===== config.mk =====
export PLATFORM = sky130hd
export DESIGN_NAME = mem_arbiter_flat
export DESIGN_NICKNAME = d
export VERILOG_FILES = /design/src/rtl/mem_arb_pkg.sv /design/src/rtl/mem_arbiter_if.sv /design/src/rtl/mem_arb_fill_ctr.sv /design/src/rtl/mem_arbiter.sv /design/src/flat_wrapper.sv
export SDC_FILE = /design/constraint.sdc
export NUM_CORES = 1
export LEC_CHECK = 0
export ABC_AREA = 1
export CAP_MARGIN = 10
export CORE_MARGIN = 8
export CORE_UTILIZATION = 36
export DETAILED_ROUTE_END_ITERATION = 6
export GPL_TIMING_DRIVEN = 0
export HOLD_SLACK_MARGIN = 0.02
export PLACE_DENSITY = 0.86
export SLEW_MARGIN = 20
export SYNTH_ARGS = -nofsm -noshare
export SYNTH_HDL_FRONTEND = slang
export SYNTH_SLANG_ARGS = --single-unit

===== constraint.sdc =====
create_clock -name clk -period 3.9 [get_ports clk]
set_input_delay 0.975 -clock clk [delete_from_list [all_inputs] [get_ports clk]]
set_output_delay 0.975 -clock clk [all_outputs]
set_load 0.02 [all_outputs]

===== src/rtl/mem_arb_pkg.sv =====
// Shared types and constants for the I/D cache miss arbiter.
package mem_arb_pkg;

    localparam int ADDR_W         = 16;
    localparam int DATA_W         = 16;
    localparam int WORDS_PER_LINE = 8;
    localparam int MEM_LATENCY    = 4;
    localparam int LINE_BYTES     = 2 * WORDS_PER_LINE;
    localparam int WORD_IDX_W     = 3;

    typedef enum logic [1:0] {
        IDLE   = 2'd0,
        IFILL  = 2'd1,
        DFILL  = 2'd2,
        DWRITE = 2'd3
    } state_t;

    typedef logic owner_t;
    localparam owner_t OWNER_I = 1'b0;
    localparam owner_t OWNER_D = 1'b1;

    // Line-aligned base of a byte address.
    function automatic logic [ADDR_W-1:0] line_base(input logic [ADDR_W-1:0] addr);
        return addr & ~ADDR_W'(LINE_BYTES - 1);
    endfunction

endpackage


===== src/rtl/mem_arbiter_if.sv =====
// Bundle of I-cache, D-cache and main-memory signals around the arbiter.
// slave  : arbiter view (takes requests and read data, drives memory and fill returns)
// master : environment view (caches and memory model)
interface mem_arbiter_if;
    import mem_arb_pkg::*;

    logic                  i_req;
    logic [ADDR_W-1:0]     i_addr;
    logic                  i_stall;
    logic [DATA_W-1:0]     i_data;
    logic                  i_data_valid;
    logic [WORD_IDX_W-1:0] i_word;

    logic                  d_req;
    logic                  d_we;
    logic [ADDR_W-1:0]     d_addr;
    logic [DATA_W-1:0]     d_wdata;
    logic                  d_stall;
    logic [DATA_W-1:0]     d_data;
    logic                  d_data_valid;
    logic [WORD_IDX_W-1:0] d_word;

    logic                  mem_en;
    logic                  mem_wr;
    logic [ADDR_W-1:0]     mem_addr;
    logic [DATA_W-1:0]     mem_wdata;
    logic [DATA_W-1:0]     mem_rdata;
    logic                  mem_rdata_valid;

    modport slave (
        input  i_req, i_addr, d_req, d_we, d_addr, d_wdata, mem_rdata, mem_rdata_valid,
        output i_stall, i_data, i_data_valid, i_word,
        output d_stall, d_data, d_data_valid, d_word,
        output mem_en, mem_wr, mem_addr, mem_wdata
    );

    modport master (
        output i_req, i_addr, d_req, d_we, d_addr, d_wdata, mem_rdata, mem_rdata_valid,
        input  i_stall, i_data, i_data_valid, i_word,
        input  d_stall, d_data, d_data_valid, d_word,
        input  mem_en, mem_wr, mem_addr, mem_wdata
    );

endinterface


===== src/rtl/mem_arb_fill_ctr.sv =====
// Issue and receive counters for one cache line fill.
// The issue side walks 0..7 once per line; the receive side counts returned
// words and flags the last one. Both wrap 7->0 only at line end.
module mem_arb_fill_ctr
    import mem_arb_pkg::*;
(
    input  logic                  clk,
    input  logic                  rst,
    input  logic                  i_start,
    input  logic                  i_clear,
    input  logic                  i_rvalid,
    output logic                  o_issue_active,
    output logic [WORD_IDX_W-1:0] o_issue_idx,
    output logic [WORD_IDX_W-1:0] o_word_idx,
    output logic                  o_last_word
);

    localparam logic [WORD_IDX_W-1:0] LAST_IDX = WORD_IDX_W'(WORDS_PER_LINE - 1);
    localparam logic [WORD_IDX_W-1:0] ONE      = WORD_IDX_W'(1);

    logic                  r_busy;
    logic                  r_issue_done;
    logic [WORD_IDX_W-1:0] r_issue_cnt;
    logic [WORD_IDX_W-1:0] r_rx_cnt;

    // Counter update: start/clear zero everything, otherwise advance while a fill is live.
    always_ff @(posedge clk) begin
        if (rst) begin
            r_busy       <= 1'b0;
            r_issue_done <= 1'b0;
            r_issue_cnt  <= '0;
            r_rx_cnt     <= '0;
        end else if (i_start || i_clear) begin
            r_busy       <= i_start;
            r_issue_done <= 1'b0;
            r_issue_cnt  <= '0;
            r_rx_cnt     <= '0;
        end else if (r_busy) begin
            if (!r_issue_done) begin
                r_issue_cnt <= r_issue_cnt + ONE;
                if (r_issue_cnt == LAST_IDX) begin
                    r_issue_done <= 1'b1;
                end
            end
            if (i_rvalid) begin
                r_rx_cnt <= r_rx_cnt + ONE;
                if (r_rx_cnt == LAST_IDX) begin
                    r_busy <= 1'b0;
                end
            end
        end
    end

    assign o_issue_active = r_busy & ~r_issue_done;
    assign o_issue_idx    = r_issue_cnt;
    assign o_word_idx     = r_rx_cnt;
    assign o_last_word    = r_busy & i_rvalid & (r_rx_cnt == LAST_IDX);

endmodule


===== src/rtl/mem_arbiter.sv =====
// I/D cache miss arbiter onto a single pipelined main-memory port.
// Build option: MEM_ARB_RR_EN selects round-robin between simultaneous
// I and D requests; undefined gives fixed D-over-I priority.
//
//   state  | meaning
//   IDLE   | no owner; grant decided at the end of this cycle
//   IFILL  | I-side line fill: issuing reads and/or receiving words
//   DFILL  | D-side line fill: issuing reads and/or receiving words
//   DWRITE | single-cycle D-side write-through on the memory port
module mem_arbiter
    import mem_arb_pkg::*;
(
    input  logic          clk,
    input  logic          rst,
    mem_arbiter_if.slave  bus
);

    state_t                r_state;
    state_t                w_state_next;
    logic [ADDR_W-1:0]     r_base;

    logic                  w_pick_d;
    logic                  w_in_fill;
    logic                  w_is_write;
    logic                  w_start;
    owner_t                w_owner;
    logic                  w_rvalid;
    logic                  w_fill_issue;
    logic                  w_i_valid;
    logic                  w_d_valid;
    logic                  w_i_done;
    logic                  w_d_done;

    logic                  w_issue_active;
    logic [WORD_IDX_W-1:0] w_issue_idx;
    logic [WORD_IDX_W-1:0] w_word_idx;
    logic                  w_last_word;

`ifdef MEM_ARB_RR_EN
    owner_t                r_prio;

    assign w_pick_d = bus.d_req & (~bus.i_req | (r_prio == OWNER_D));

    // Round-robin pointer: moves away from whichever side won a contested grant.
    always_ff @(posedge clk) begin
        if (rst) begin
            r_prio <= OWNER_D;
        end else if (r_state == IDLE && bus.i_req && bus.d_req) begin
            r_prio <= w_pick_d ? OWNER_I : OWNER_D;
        end
    end
`else
    assign w_pick_d = bus.d_req;
`endif

    // Next-state: grant from IDLE, leave a fill on its last word, writes last one cycle.
    always_comb begin
        w_state_next = r_state;
        case (r_state)
            IDLE: begin
                if (w_pick_d) begin
                    w_state_next = bus.d_we ? DWRITE : DFILL;
                end else if (bus.i_req) begin
                    w_state_next = IFILL;
                end
            end
            IFILL, DFILL: begin
                if (w_last_word) begin
                    w_state_next = IDLE;
                end
            end
            DWRITE:  w_state_next = IDLE;
            default: w_state_next = IDLE;
        endcase
    end

    assign w_in_fill  = (r_state == IFILL) || (r_state == DFILL);
    assign w_is_write = (r_state == DWRITE);
    assign w_start    = (r_state == IDLE) &&
                        ((w_state_next == IFILL) || (w_state_next == DFILL));

    // State register and line base latched at fill grant.
    always_ff @(posedge clk) begin
        if (rst) begin
            r_state <= IDLE;
            r_base  <= '0;
        end else begin
            r_state <= w_state_next;
            if (w_start) begin
                r_base <= line_base((w_state_next == IFILL) ? bus.i_addr : bus.d_addr);
            end
        end
    end

    // Read data only counts while a fill owns the port; anything else is dropped.
    assign w_rvalid = w_in_fill & bus.mem_rdata_valid;

    mem_arb_fill_ctr u_fill_ctr (
        .clk            (clk),
        .rst            (rst),
        .i_start        (w_start),
        .i_clear        (~w_in_fill),
        .i_rvalid       (w_rvalid),
        .o_issue_active (w_issue_active),
        .o_issue_idx    (w_issue_idx),
        .o_word_idx     (w_word_idx),
        .o_last_word    (w_last_word)
    );

    assign w_owner      = (r_state == IFILL) ? OWNER_I : OWNER_D;
    assign w_fill_issue = w_in_fill & w_issue_active;

    assign bus.mem_en    = w_fill_issue | w_is_write;
    assign bus.mem_wr    = w_is_write;
    assign bus.mem_addr  = w_is_write   ? bus.d_addr :
                           w_fill_issue ? r_base + ADDR_W'({w_issue_idx, 1'b0}) : '0;
    assign bus.mem_wdata = w_is_write ? bus.d_wdata : '0;

    assign w_i_valid = w_rvalid & (w_owner == OWNER_I);
    assign w_d_valid = w_rvalid & (w_owner == OWNER_D);

    assign bus.i_data_valid = w_i_valid;
    assign bus.i_data       = w_i_valid ? bus.mem_rdata : '0;
    assign bus.i_word       = w_i_valid ? w_word_idx : '0;
    assign bus.d_data_valid = w_d_valid;
    assign bus.d_data       = w_d_valid ? bus.mem_rdata : '0;
    assign bus.d_word       = w_d_valid ? w_word_idx : '0;

    // Stall drops in the owner's final cycle so the requester can retire next cycle.
    assign w_i_done    = w_i_valid & w_last_word;
    assign w_d_done    = (w_d_valid & w_last_word) | w_is_write;
    assign bus.i_stall = bus.i_req & ~w_i_done;
    assign bus.d_stall = bus.d_req & ~w_d_done;

endmodule


===== src/flat_wrapper.sv =====
// flat-port wrapper written by rule: the top's interface ports become plain ports
module mem_arbiter_flat import mem_arb_pkg::*;
  (clk, rst, bus_i_req, bus_i_addr, bus_d_req, bus_d_we, bus_d_addr, bus_d_wdata, bus_mem_rdata, bus_mem_rdata_valid, bus_i_stall, bus_i_data, bus_i_data_valid, bus_i_word, bus_d_stall, bus_d_data, bus_d_data_valid, bus_d_word, bus_mem_en, bus_mem_wr, bus_mem_addr, bus_mem_wdata);
  mem_arbiter_if bus_i ();
  input  logic clk;
  input  logic rst;
  input wire logic [$bits(bus_i.i_req)-1:0] bus_i_req;
  input wire logic [$bits(bus_i.i_addr)-1:0] bus_i_addr;
  input wire logic [$bits(bus_i.d_req)-1:0] bus_d_req;
  input wire logic [$bits(bus_i.d_we)-1:0] bus_d_we;
  input wire logic [$bits(bus_i.d_addr)-1:0] bus_d_addr;
  input wire logic [$bits(bus_i.d_wdata)-1:0] bus_d_wdata;
  input wire logic [$bits(bus_i.mem_rdata)-1:0] bus_mem_rdata;
  input wire logic [$bits(bus_i.mem_rdata_valid)-1:0] bus_mem_rdata_valid;
  output wire logic [$bits(bus_i.i_stall)-1:0] bus_i_stall;
  output wire logic [$bits(bus_i.i_data)-1:0] bus_i_data;
  output wire logic [$bits(bus_i.i_data_valid)-1:0] bus_i_data_valid;
  output wire logic [$bits(bus_i.i_word)-1:0] bus_i_word;
  output wire logic [$bits(bus_i.d_stall)-1:0] bus_d_stall;
  output wire logic [$bits(bus_i.d_data)-1:0] bus_d_data;
  output wire logic [$bits(bus_i.d_data_valid)-1:0] bus_d_data_valid;
  output wire logic [$bits(bus_i.d_word)-1:0] bus_d_word;
  output wire logic [$bits(bus_i.mem_en)-1:0] bus_mem_en;
  output wire logic [$bits(bus_i.mem_wr)-1:0] bus_mem_wr;
  output wire logic [$bits(bus_i.mem_addr)-1:0] bus_mem_addr;
  output wire logic [$bits(bus_i.mem_wdata)-1:0] bus_mem_wdata;
  assign bus_i.i_req = bus_i_req;
  assign bus_i.i_addr = bus_i_addr;
  assign bus_i.d_req = bus_d_req;
  assign bus_i.d_we = bus_d_we;
  assign bus_i.d_addr = bus_d_addr;
  assign bus_i.d_wdata = bus_d_wdata;
  assign bus_i.mem_rdata = bus_mem_rdata;
  assign bus_i.mem_rdata_valid = bus_mem_rdata_valid;
  assign bus_i_stall = bus_i.i_stall;
  assign bus_i_data = bus_i.i_data;
  assign bus_i_data_valid = bus_i.i_data_valid;
  assign bus_i_word = bus_i.i_word;
  assign bus_d_stall = bus_i.d_stall;
  assign bus_d_data = bus_i.d_data;
  assign bus_d_data_valid = bus_i.d_data_valid;
  assign bus_d_word = bus_i.d_word;
  assign bus_mem_en = bus_i.mem_en;
  assign bus_mem_wr = bus_i.mem_wr;
  assign bus_mem_addr = bus_i.mem_addr;
  assign bus_mem_wdata = bus_i.mem_wdata;
  mem_arbiter u_core (.clk(clk), .rst(rst), .bus(bus_i));
endmodule

# ---- After elaboration in Yosys (flattened, before gate mapping)
# Index checks and enable logic that the tools add are counted.
dict set report classes {
  n_addsub 3
  n_mul 0
  div_mod_pow 0
  n_lt_le_gt_ge 0
  eq_ne 7
  shifts 0
  muxes 20
  bitwise 17
  n_reduce_logical 9
}
# operator n
set op_table {}
lappend op_table {{$mux W16} 6}
lappend op_table {{$add A16 B4 Y16} 1}
lappend op_table {{$and A1 B1 Y1} 11}
lappend op_table {{$mux W1} 8}
lappend op_table {{$add A3 B1 Y3 const B} 2}
lappend op_table {{$eq A2 B2 Y1 const B} 3}
lappend op_table {{$eq A3 B3 Y1 const B} 2}
lappend op_table {{$mux W2} 3}
lappend op_table {{$mux W3} 2}
lappend op_table {{$pmux W2 S3} 1}
lappend op_table {{$eq A2 B1 Y1 const B} 2}
lappend op_table {{$not A1 Y1} 4}
lappend op_table {{$reduce_and A2 Y1} 2}
lappend op_table {{$reduce_or A2 Y1} 2}
lappend op_table {{$logic_or A1 B1 Y1} 3}
lappend op_table {{$logic_not A2 Y1} 1}
lappend op_table {{$or A1 B1 Y1} 2}
lappend op_table {{$logic_and A1 B1 Y1} 1}
dict set report word_totals {
  ff_bits 22
  latchBits 0
  ram_bits 0
  romBits 0
  in_bits 70
  out_inout_bits 76
  word_cells 62
  mem_count 0
}

# ---- Longest topological paths before layout
dict set report depth {
  depth_word 12
  depth_mapped 14
  ltp_nobuf 13
}

# ---- Modules after synthesis
# From an unflattened synthesis, not the netlist that was laid out.
dict set report unflattened {
  hier_cells 315
  area_unflattened_um2 1935.6
}
# mod n_inst cells_each area_per_inst_um2 seq_area_each_um2
set modules_own_cells {}
lappend modules_own_cells {mem_arbiter 1 266 1525.2 280.3}
lappend modules_own_cells {mem_arb_fill_ctr 1 49 410.4 160.2}

# ---- Worst setup path before layout
# Ideal clock, no wire load.
dict set report synth_timing {
  path_type {input to output}
  start {input bus_mem_rdata_valid}
  end {output bus_d_data[10]}
  t_arrival_ns 1.726
  required_time_ns 2.925
  setup_slack_ns 1.199
  cell_stages 5
  path_buffers 1
  cell_sequence {nand2_4 nor2_4 inv_2 buf_6 nor2_1}
}
dict set report synth_between {
  elab_chain_cells 3
}
# item line
set synth_lines {}
lappend synth_lines {{from (decl)} flat_wrapper.sv:14} ;# input wire logic [$bits(bus_i.mem_rdata_valid)-1:0] bus_mem_rdata_valid;
lappend synth_lines {{$and A1 B1 Y1} mem_arbiter.sv:96} ;# assign w_rvalid = w_in_fill & bus.mem_rdata_valid;
lappend synth_lines {{$and A1 B1 Y1} mem_arbiter.sv:120} ;# assign w_d_valid = w_rvalid & (w_owner == OWNER_D);
lappend synth_lines {{via bus_d_data_valid} flat_wrapper.sv:21} ;# output wire logic [$bits(bus_i.d_data_valid)-1:0] bus_d_data_valid;
lappend synth_lines {{$mux W16} mem_arbiter.sv:126} ;# assign bus.d_data = w_d_valid ? bus.mem_rdata : '0;
lappend synth_lines {{to (decl)} flat_wrapper.sv:20} ;# output wire logic [$bits(bus_i.d_data)-1:0] bus_d_data;
# The timed path passes the listed nets, and every way through them passes these cells.

# ---- Final worst setup path
dict set report layout_timing {
  start {input bus_mem_rdata_valid}
  end {output bus_d_data[10]}
}
dict set report layout_between {
  elab_chain_cells 3
}
# item line
set layout_lines {}
lappend layout_lines {{$and A1 B1 Y1} mem_arbiter.sv:96}
lappend layout_lines {{$and A1 B1 Y1} mem_arbiter.sv:120}
lappend layout_lines {{$mux W16} mem_arbiter.sv:126}
# No other way between the ends.

==> impl_metrics.ini <==
[final_layout]
area_delta_synth_final_pct = 83.4
multi_input_area_mm2 = 0.00107
final_util_pct = 67.8
final_cells = 526
seqCellArea_um2 = 440
nets = 536
diodes = 0
drive_above_1_share_pct = 7.68
fillers = 434

[power_and_ir_drop]
sequentialPowerShare_pct = 33.0
p_int_uw = 535
switching_share_pct = 37.5
p_switching_uw = 321
power_leakage_nw = 1.57
p_per_area_mw_per_mm2 = 250
ir_worst_vdd_mv = 0.186
power_frac_comb_pct = 48.0
clkPwrFrac_pct = 19.0

[detailed_routing]
drt_first_iter_violations = 89
drt_pass1_iterations = 4
viasPerCell = 4.62
drc = 0
wl_per_cell_um = 13.8
ant_nets = 0
wl_um = 7230
vias = 2431

[logic_synthesis]
synthCells = 311
synth_cell_types = 23
synth_top_cell_area_share_pct = 23.6
syn_nets = 390
async_flop_share_pct = 0
seq_area_frac_synth_pct = 23.6
synthTopCellsByArea = dfxtp_1 (24%), nor2_1 (13%), inv_1 (13%), nand2_1 (9.7%), o21ai_0 (8.6%)
post-synth-top-count-cell = nor2_1
syn_area_mm2 = 0.00186
yosys_most_used_dff = dfxtp_1
synth_edf_count = 0
synth-seq-cells = 22
yosys_warnings = 0
yosysTopAreaCell = dfxtp_1
synth.top_cells.by_count = nor2_1 (65), inv_1 (63), nand2_1 (48)
avgSynthCellArea_um2 = 5.99

[grt]
grt_max_degree = 13
track_usage_pct = 18.0
antenna_found_initial = 0
grt_remaining_overflow = 0
grt_pass1_vias = 2404
grt_pass1_wl_um = 11300

[critical_path]
crit_type = primary input to output pin
critPathMaxFanout = 10
crit_path_start_kind = primary input
crit_required_ns = 2.92
crit_path_end_kind = output pin
arrival_ns = 2.70
rrSetupSlack_ns = 1.61

[sta]
setup_violations = 0
slew_viol_final = 0
setup_slack_ns = 0.223
fin_crit_ns = 3.68
tightest_slew_ns = 0.449
fin_worst_skew_ns = 0.00155
fmax_ghz = 0.272
period_share_pct = 94.3
grt_setup_unrepaired = false
hold_violations = 0
slew_headroom_pct = 70.1
tns_ns = 0

[clocking]
cts_buffer_depth = 2
cts-resized-gates = 0
post_cts_buffers = 0
insertion_delay_ns = 0.26
cts_hold_buf = 0
ctsHtreeMaxLevel = 1
clk_pin_slew_ns = 0.08
cts_tree = yes
cts_num_sinks = 22
clockRootBuffer = clkbuf_8
cts_buffers = 3

[floorplan]
initial_core_util_pct = 37.0
die_h_um = 88.0
rows = 26
fp.dieW_um = 88.0
core_area_mm2 = 0.00504
pin_count = 146
dieArea_mm2 = 0.00774

[place]
hpwl_um = 6210
dpl.cell_count = 522
portBuffers = 141
post-place-ws_ns = 0.206
globalplace.congestion = 0.817

[outcome]
status = finished clean

[job]
maxCapViolations = 0

[hold_path]
min_path_type = flip-flop to flip-flop
through the flow:
step | hold slack, ns | power [mW] | cell area, um2
finish | 0.491 | 0.856 | 3420
global route | 0.520 | 0.914 | 3420
CTS | 0.500 | 0.860 | 3420
detailed placement | 0.481 | 0.696 | 3360
global placement | 0.451 | 0.685 | 3360
floorplan | 0.437 | 0.516 | 1860
layout make-up:
cell class | instances | area share (%)
multi-input combinational | 206 | 31.2
clock buffer | 4 | 1.61
buffer | 16 | 3.04
timing repair buffer | 141 | 41.3
tap | 70 | 2.56
inverter | 67 | 7.43
sequential | 22 | 12.9
final timing paths:
path,from,to,cells after the start
min reg2reg,u_core.u_fill_ctr.r_issue_done,u_core.u_fill_ctr.r_issue_done,2
min,u_core.u_fill_ctr.r_issue_done,u_core.u_fill_ctr.r_issue_done,2
max,bus_mem_rdata_valid,bus_d_data[10],7
max reg2reg,u_core.r_state[0],u_core.r_base[15],14
power by group through the flow:
stage | clock (mW) | combinational (mW) | sequential (mW)
6_report | 0.163 | 0.411 | 0.283
5_1_grt | 0.177 | 0.449 | 0.288
4_1_cts | 0.166 | 0.412 | 0.282
3_5_place_dp | 0 | 0.410 | 0.286
3_3_place_gp | 0 | 0.401 | 0.285
2_1_floorplan | 0 | 0.234 | 0.281
per-layer routing:
metal	track usage (%)	vias up	share of wire [%]	wire, um
met4	2.19	0	0.12	9
met1	19.4	1087	41	2950
met2	34.1	107	48	3490
met3	5.63	2	11	778
li1	-	1235	-	-
met5	0	-	0	0
cells by family (layout without fill, tap and decap cells):
family,after synthesis,in the layout,synth area share (%)
XOR/XNOR,1,1,0.470
AND/OR/NAND/NOR,143,143,36.2
buffers and inverters,83,228,19.2
adder cells (fa/ha/maj),9,9,6.04
flip-flops,22,22,23.6
AO/OA/AOI/OAI,53,53,14.5
registers in the layout, indices dropped and copies added (netlist names):
register / count
u_core.r_base: 12
u_core.r_state: 2
u_core.u_fill_ctr.o_issue_idx: 3
u_core.u_fill_ctr.o_word_idx: 3
u_core.u_fill_ctr.r_busy: 1
u_core.u_fill_ctr.r_issue_done: 1
worst max-delay path: stages:
cell	delay [ns]
clkdlybuf4s50_1	0.55
nand2_4	0.10
nor2_4	0.09
inv_2	0.09
buf_6	0.15
nor2_1	0.10
clkdlybuf4s50_1	0.63
cell usage in the layout (no fill, tap or decap):
cell type        instances
a21oi_1                 18
a31oi_1                  2
buf_12                   1
buf_2                    5
buf_4                    3
buf_6                    1
clkbuf_1                 4
clkbuf_2                 2
clkbuf_8                 4
clkdlybuf4s50_1        141
dfxtp_1                 22
ha_1                     9
inv_1                   63
inv_2                    3
inv_4                    1
nand2_1                 48
nand2_4                  1
nand3_1                  2
nand4_1                 13
nor2_1                  65
nor2_2                   2
nor2_4                  12
o211ai_1                 1
o21ai_0                 32
xor2_1                   1
Note: power is estimated with default switching activity, not from simulation.
